**src/rtl/mips_pkg.sv**
```systemverilog
// Shared MIPS pipeline definitions: ALU-op and register-number widths and
// the Decode/Execute control bundle carried through the ID/EX register.
package mips_pkg;

   localparam int unsigned ALU_W = 3;   // ALUControl encoding width
   localparam int unsigned REG_W = 5;   // register-number width

   // Control bundle that travels with each instruction from Decode to Execute.
   typedef struct packed {
      logic             reg_write;
      logic             mem_to_reg;
      logic             mem_write;
      logic             alu_src;
      logic             reg_dst;
      logic [ALU_W-1:0] alu_control;
   } ctrl_t;

endpackage

```
**src/rtl/id_ex_reg_sat_counter.sv**
```systemverilog
// sat_counter: W-bit up counter that sticks at all-ones.
// Ports: clk, clr_n (synchronous active-low clear), en (count enable),
//        cnt (registered count).
module sat_counter #(
   parameter int unsigned W = 16
) (
   input  logic         clk,
   input  logic         clr_n,
   input  logic         en,
   output logic [W-1:0] cnt
);

   logic [W-1:0] cnt_d, cnt_q;

   // Next count: hold unless enabled and not yet saturated.
   always_comb begin
      cnt_d = cnt_q;
      if (en && (cnt_q != {W{1'b1}})) begin
         cnt_d = cnt_q + W'(1);
      end
   end

   always_ff @(posedge clk) begin
      if (!clr_n) begin
         cnt_q <= '0;
      end else begin
         cnt_q <= cnt_d;
      end
   end

   assign cnt = cnt_q;

endmodule

```
**src/rtl/id_ex_reg.sv**
```systemverilog
// id_ex_reg: MIPS Decode->Execute pipeline register with flush (bubble),
// stall (hold) and optional bubble/hold statistics counters.
// Ports: clk, rst_n (synchronous active-low); FlushE, StallE controls;
//        *D Decode control/operands/register numbers in, matching *E out;
//        ValidE (0 = bubble); BubbleCnt, HoldCnt statistics.
// Macro ID_EX_STATS_EN: when defined, builds the two saturating counters;
// otherwise BubbleCnt/HoldCnt are tied to 0.
module id_ex_reg
   import mips_pkg::*;
#(
   parameter int unsigned DW = 32,
   parameter int unsigned CW = 16
) (
   input  logic             clk,
   input  logic             rst_n,
   input  logic             FlushE,
   input  logic             StallE,
   input  logic             RegWriteD,
   input  logic             MemToRegD,
   input  logic             MemWriteD,
   input  logic             ALUSrcD,
   input  logic             RegDstD,
   input  logic [ALU_W-1:0] ALUControlD,
   input  logic [DW-1:0]    RD1D,
   input  logic [DW-1:0]    RD2D,
   input  logic [DW-1:0]    SignImmD,
   input  logic [REG_W-1:0] RsD,
   input  logic [REG_W-1:0] RtD,
   input  logic [REG_W-1:0] RdD,
   output logic             RegWriteE,
   output logic             MemToRegE,
   output logic             MemWriteE,
   output logic             ALUSrcE,
   output logic             RegDstE,
   output logic [ALU_W-1:0] ALUControlE,
   output logic [DW-1:0]    RD1E,
   output logic [DW-1:0]    RD2E,
   output logic [DW-1:0]    SignImmE,
   output logic [REG_W-1:0] RsE,
   output logic [REG_W-1:0] RtE,
   output logic [REG_W-1:0] RdE,
   output logic             ValidE,
   output logic [CW-1:0]    BubbleCnt,
   output logic [CW-1:0]    HoldCnt
);

   ctrl_t            ctrl_d, ctrl_q;
   logic [DW-1:0]    rd1_d, rd1_q;
   logic [DW-1:0]    rd2_d, rd2_q;
   logic [DW-1:0]    imm_d, imm_q;
   logic [REG_W-1:0] rs_d, rs_q;
   logic [REG_W-1:0] rt_d, rt_q;
   logic [REG_W-1:0] rd_d, rd_q;
   logic             valid_d, valid_q;

   // Next-state: hold by default; flush beats stall and zeroes the whole
   // slot so a bubble can never write or match a forwarding comparator.
   always_comb begin
      ctrl_d  = ctrl_q;
      rd1_d   = rd1_q;
      rd2_d   = rd2_q;
      imm_d   = imm_q;
      rs_d    = rs_q;
      rt_d    = rt_q;
      rd_d    = rd_q;
      valid_d = valid_q;
      if (FlushE) begin
         ctrl_d  = '0;
         rd1_d   = '0;
         rd2_d   = '0;
         imm_d   = '0;
         rs_d    = '0;
         rt_d    = '0;
         rd_d    = '0;
         valid_d = 1'b0;
      end else if (!StallE) begin
         ctrl_d.reg_write   = RegWriteD;
         ctrl_d.mem_to_reg  = MemToRegD;
         ctrl_d.mem_write   = MemWriteD;
         ctrl_d.alu_src     = ALUSrcD;
         ctrl_d.reg_dst     = RegDstD;
         ctrl_d.alu_control = ALUControlD;
         rd1_d   = RD1D;
         rd2_d   = RD2D;
         imm_d   = SignImmD;
         rs_d    = RsD;
         rt_d    = RtD;
         rd_d    = RdD;
         valid_d = 1'b1;
      end
   end

   // Pipeline register; reset overrides flush/stall.
   always_ff @(posedge clk) begin
      if (!rst_n) begin
         ctrl_q  <= '0;
         rd1_q   <= '0;
         rd2_q   <= '0;
         imm_q   <= '0;
         rs_q    <= '0;
         rt_q    <= '0;
         rd_q    <= '0;
         valid_q <= 1'b0;
      end else begin
         ctrl_q  <= ctrl_d;
         rd1_q   <= rd1_d;
         rd2_q   <= rd2_d;
         imm_q   <= imm_d;
         rs_q    <= rs_d;
         rt_q    <= rt_d;
         rd_q    <= rd_d;
         valid_q <= valid_d;
      end
   end

   assign RegWriteE   = ctrl_q.reg_write;
   assign MemToRegE   = ctrl_q.mem_to_reg;
   assign MemWriteE   = ctrl_q.mem_write;
   assign ALUSrcE     = ctrl_q.alu_src;
   assign RegDstE     = ctrl_q.reg_dst;
   assign ALUControlE = ctrl_q.alu_control;
   assign RD1E        = rd1_q;
   assign RD2E        = rd2_q;
   assign SignImmE    = imm_q;
   assign RsE         = rs_q;
   assign RtE         = rt_q;
   assign RdE         = rd_q;
   assign ValidE      = valid_q;

`ifdef ID_EX_STATS_EN
   logic hold_en_c;

   // A stall only counts as a hold when it is not overridden by a flush.
   assign hold_en_c = StallE & ~FlushE;

   sat_counter #(.W(CW)) u_bubble_cnt (
      .clk   (clk),
      .clr_n (rst_n),
      .en    (FlushE),
      .cnt   (BubbleCnt)
   );

   sat_counter #(.W(CW)) u_hold_cnt (
      .clk   (clk),
      .clr_n (rst_n),
      .en    (hold_en_c),
      .cnt   (HoldCnt)
   );
`else
   assign BubbleCnt = '0;
   assign HoldCnt   = '0;
`endif

endmodule

```
**config.mk**
```make
export PLATFORM = sky130hd
export DESIGN_NAME = id_ex_reg
export DESIGN_NICKNAME = d
export VERILOG_FILES = /design/src/rtl/mips_pkg.sv /design/src/rtl/id_ex_reg_sat_counter.sv /design/src/rtl/id_ex_reg.sv
export SDC_FILE = /design/constraint.sdc
export NUM_CORES = 1
export LEC_CHECK = 0
export ABC_CLOCK_PERIOD_IN_PS = 1700
export CORE_MARGIN = 2
export CORE_UTILIZATION = 40
export CTS_BUF_LIST = sky130_fd_sc_hd__clkbuf_8 sky130_fd_sc_hd__clkbuf_16
export CTS_CLUSTER_DIAMETER = 80
export DETAILED_ROUTE_END_ITERATION = 12
export GPL_ROUTABILITY_DRIVEN = 0
export HOLD_SLACK_MARGIN = 0.03
export PLACE_DENSITY = 0.92
export SLEW_MARGIN = 20
export SYNTH_ARGS = -nofsm -noshare
export SYNTH_HDL_FRONTEND = slang
export SYNTH_SLANG_ARGS = --single-unit
```
**constraint.sdc**
```tcl
create_clock -name clk -period 1.7 [get_ports clk]
set_input_delay 0.17 -clock clk [delete_from_list [all_inputs] [get_ports clk]]
set_output_delay 0.17 -clock clk [all_outputs]
set_load 0.05 [all_outputs]
```
Word level (Yosys, flattened, before mapping):

Index checks and enable logic that the tools add are counted.

* flip-flop bits (word level): 120
* output and inout bits: 152
* word-level logic and storage cells: 15

* bitwise operators: 1
* reductions and logical operators: 1

Operators with widths (count)
* OR reduction 2 bit: 1
* NOT 1 bit: 1

Longest topological paths before layout:

* depth after elaboration: 2
* gate-level depth with buffers: 5
* mapped depth without buffers: 2

Worst setup path after synthesis:

OpenSTA, ideal clock, no wires.

* kind: input to register
* start point: in StallE
* end point: reg rd1_q[10], in the netlist RD1E[10]
* slack: 0.777 ns
* library setup time: 0.128 ns
* stages on the path: 5
* arrival time: 0.795 ns
* cell sequence: buf_4 -> buf_12 -> buf_12 -> mux2i_1 -> nor2_1

RTL lines
* from (decl): line id_ex_reg.sv:17 `input logic StallE,`
* to (signal assigned): line id_ex_reg.sv:106 `rd1_q <= rd1_d;`
* to (decl): line id_ex_reg.sv:48 `logic [DW-1:0] rd1_d, rd1_q;`

Worst setup path in the final report:

* start point: reg rd2_q[3], in the netlist RD2E[3]
* end point: out RD2E[3]

RTL lines
* from (decl): line id_ex_reg.sv:49 `logic [DW-1:0] rd2_d, rd2_q;`
* from (signal assigned): line id_ex_reg.sv:107 `rd2_q <= rd2_d;`
* to (decl): line id_ex_reg.sv:37 `output logic [DW-1:0] RD2E,`

No word-level cell between the ends.

==> summary.md <==
| Metric | Value |
|---|---|
| Synthesis Warnings | `0` |
| Largest net degree at the start of global routing | `62` |
| Vias post-DR | `3674` |
| Nets | `slightly below 800` |
| Total setup buffers inserted after CTS | `0` |
| Min-delay worst type | `input port to register` |
| DP HPWL | `roughly 8.9 mm` |
| Worst-Margin Slew | `0.5366 ns` |
| Maximum fanout along the worst path | `2` |
| Final core utilization | `approximately 65%` |
| # rows | `39` |
| Die Wd | `111.2 µm` |
| Drt wl/cell | `around 15 µm` |
| Switching power | `a little over 2000 µW` |
| Worst-skew pair later-pin latency | `about 0.40 ns` |
| CP Data Arrival Time | `1.32 ns` |
| Multi-input gate area | `about 0.0018 mm²` |
| Antenna diodes | `0` |
| First-pass GRT wire length | `a little under 20 mm` |
| Maxcap violations | `0` |
| FILL cells | `just over 900` |
| Leak | `0.003679 µW` |
| Die Span Y | `between 100 and 150 µm` |
| Synthesis-to-finish area growth | `59.10%` |
| Die ar. | `between 0.01 and 0.015 mm²` |
| GR Util met3 | `between 6 and 7%` |
| Htree depth | `4` |
| GRT busiest layer | `met2` |
| CTS max path bufs | `2` |
| Cell family with most CP delay | `buffers and inverters` |
| Worst clock skew | `0 ns` |
| CTS tree | `done` |
| Worst hold slack | `about 0.20 ns` |
| Met1 Use GR | `between 20% and 30%` |
| Final ANT Viol Nets | `0` |
| Clock power share | `45.5%` |
| Vias in the first global route | `~3900` |
| Inserted Clock Buffers | `17` |
| Met2 GRT Util | `approximately 36%` |
| Initial Util | `about two fifths` |
| # IOs | `about 280` |
| Seq pwr share | `a little under two fifths` |
| Slew headroom | `around 64%` |
| Post-synth cell types | `11` |
| Initial DRC Count | `roughly 180` |
| Mapped Avg Cell Area | `between 10 and 15 µm²` |
| Grt ovf | `0` |
| Worst Path Buf+Inv | `1` |
| Pint | `between 5000 and 6000 µW` |
| Top cells by area, synth | `dfxtp_1, mux2i_1, nor2_1, buf_4, buf_12` |
| Logic pwr share | `16.2%` |
| Critical Path End Type | `output port` |
| Cell taking the most area after synthesis | `dfxtp_1` |
| CP Cell Sequence | `dlygate4sd2_1` |
| Core area | `0.01132 mm²` |
| Cell count after synthesis | `between 400 and 500` |
| Syn Std Cell Area | `roughly 0.0046 mm²` |
| Layout cell share with drive strength beyond 1 | `about 6.7%` |
| DRC errors left | `0` |
| Worst-path cell with the longest stage delay | `dlygate4sd2_1` |
| Critical setup path kind | `register to output port` |
| Fin crit share | `about 87%` |
| WL final | `12.32 mm` |
| Setup-failing EPs final | `0` |
| Synth top area share | `around 52%` |
| Final Max Slew Viols | `0` |
| Fin Setup TNS | `0 ns` |
| Fmax | `between 0.6 and 0.7 GHz` |
| Port Buffers | `roughly 240` |
| Sequential fraction of the synthesis area | `between 50% and 60%` |
| Unrepaired setup endpoints after global routing | `false` |
| Worst vdd ir | `around 0.64 mV` |
| Number of synthesized register bits | `between 100 and 150` |
| Fin crit period | `around 1.5 ns` |
| Outcome | `finished, final reports clean` |
| Sw frac | `a little over a quarter` |
| CTS root buf | `clkbuf_16` |
| Initial antenna violation count | `0` |
| Crit path launch type | `register` |
| Final Hold Fails | `0` |
| DR pass1 iterations | `4` |
| Sink Count | `120` |
| Slowest stage delay, CP | `~0.55 ns` |
| Clock-pin slew of the registers on the worst-case setup and hold paths | `0.06 ns` |
| Vias/cell | `4.502` |
| CP required | `around 1.5 ns` |
| Power density cells | `1055 mW/mm²` |
| GRT Util Overall | `around a fifth` |
| FF+latch area | `~0.0024 mm²` |
## per-stage QoR
| step | instance area [µm²] | setup WS (ns) | std cells | total power, µW |
|---|---|---|---|---|
| final | 7316 | 0.2141 | 816 | 7717 |
| after global routing | 7316 | 0.1752 | 816 | 7976 |
| after CTS | 7316 | 0.1966 | 816 | 7793 |
| after detailed placement | 6868 | 0.3754 | 784 | 4324 |
| after global placement | 6868 | 0.3980 | 784 | 4295 |
| after floorplan | 4715 | 0.7772 | 452 | 3896 |
## flip-flops by register name, summed over array words and instances (netlist names)
register	flops
RsE	5
RegWriteE	1
SignImmE	32
ValidE	1
RegDstE	1
RtE	5
MemToRegE	1
ALUSrcE	1
RdE	5
RD2E	32
ALUControlE	3
RD1E	32
MemWriteE	1
## final cells by class
type,count,area share [%]
clock buffers,20,6.379
clock inverters,12,1.710
inverters,1,0.05131
multi-input cells,272,24.29
flip-flops and latches,120,32.84
well taps,143,2.446
repair buffers,248,32.29
## layer usage
metal / share of wire [%] / up-vias
met5: 0 / -
li1: - / 1792
met2: 53 / 159
met4: 3.3 / 0
met3: 7.0 / 33
met1: 37 / 1690
## cell families (layout without fill, tap and decap cells)
| group | after synthesis | count (layout) | share of synthesized area, % |
|---|---|---|---|
| flip-flops | 120 | 120 | 52.24 |
| multiplexers | 119 | 119 | 25.90 |
| AND/OR/NAND/NOR | 120 | 120 | 9.850 |
| AO/OA/AOI/OAI | 1 | 1 | 0.1087 |
| other | 1 | 32 | 0.08155 |
| buffers and inverters | 60 | 281 | 11.81 |
## worst paths after layout
path,start,endpoint,slack [ns],cells after the start
min reg2reg,ValidE,ValidE,0.44,2
min,StallE,RdE[0],0.20,3
max reg2reg,RD2E[3],RD2E[3],1.00,2
max,RD2E[3],RD2E[3],0.21,1
## timing repair
| item | 4_1_cts | 5_1_grt |
|---|---|---|
| hold buffers | 0 | 0 |
| endpoints found under the setup margin | 115 | 0 |
| endpoints found under the hold margin | 0 | 0 |
| resized for setup | 115 | 0 |
## cells in the mapped netlist
master    number
inv_1          1
dfxtp_1      120
conb_1         1
nand2b_1       1
nor2_1       119
a21oi_1        1
buf_4         35
clkbuf_1       7
buf_12        11
mux2i_1      119
buf_2          6
## power groups by stage
stage	Clock (µW)	Combinational (µW)	Sequential [µW]
5_1_grt	3700	1310	2960
2_1_floorplan	0	560	3340
6_report	3510	1250	2950
3_3_place_gp	0	1290	3010
3_5_place_dp	0	1310	3020
4_1_cts	3580	1260	2950
## layout by cell type, fill, tap and decap left out
cell             netlist  final
conb_1                 1     32
inv_1                  1      1
nor2_1               119    119
buf_12                11      4
dlygate4sd2_1          0    115
mux2i_1              119    119
bufinv_16              0      2
nand2b_4               0      1
buf_4                 35      7
buf_6                  0      1
clkbuf_8               0      3
clkdlybuf4s50_1        0    121
clkbuf_16              0     17
a21oi_1                1      1
clkinvlp_4             0      6
clkinv_2               0      4
dfxtp_1              120    120
No activity file was read; power rests on OpenSTA's default activity.
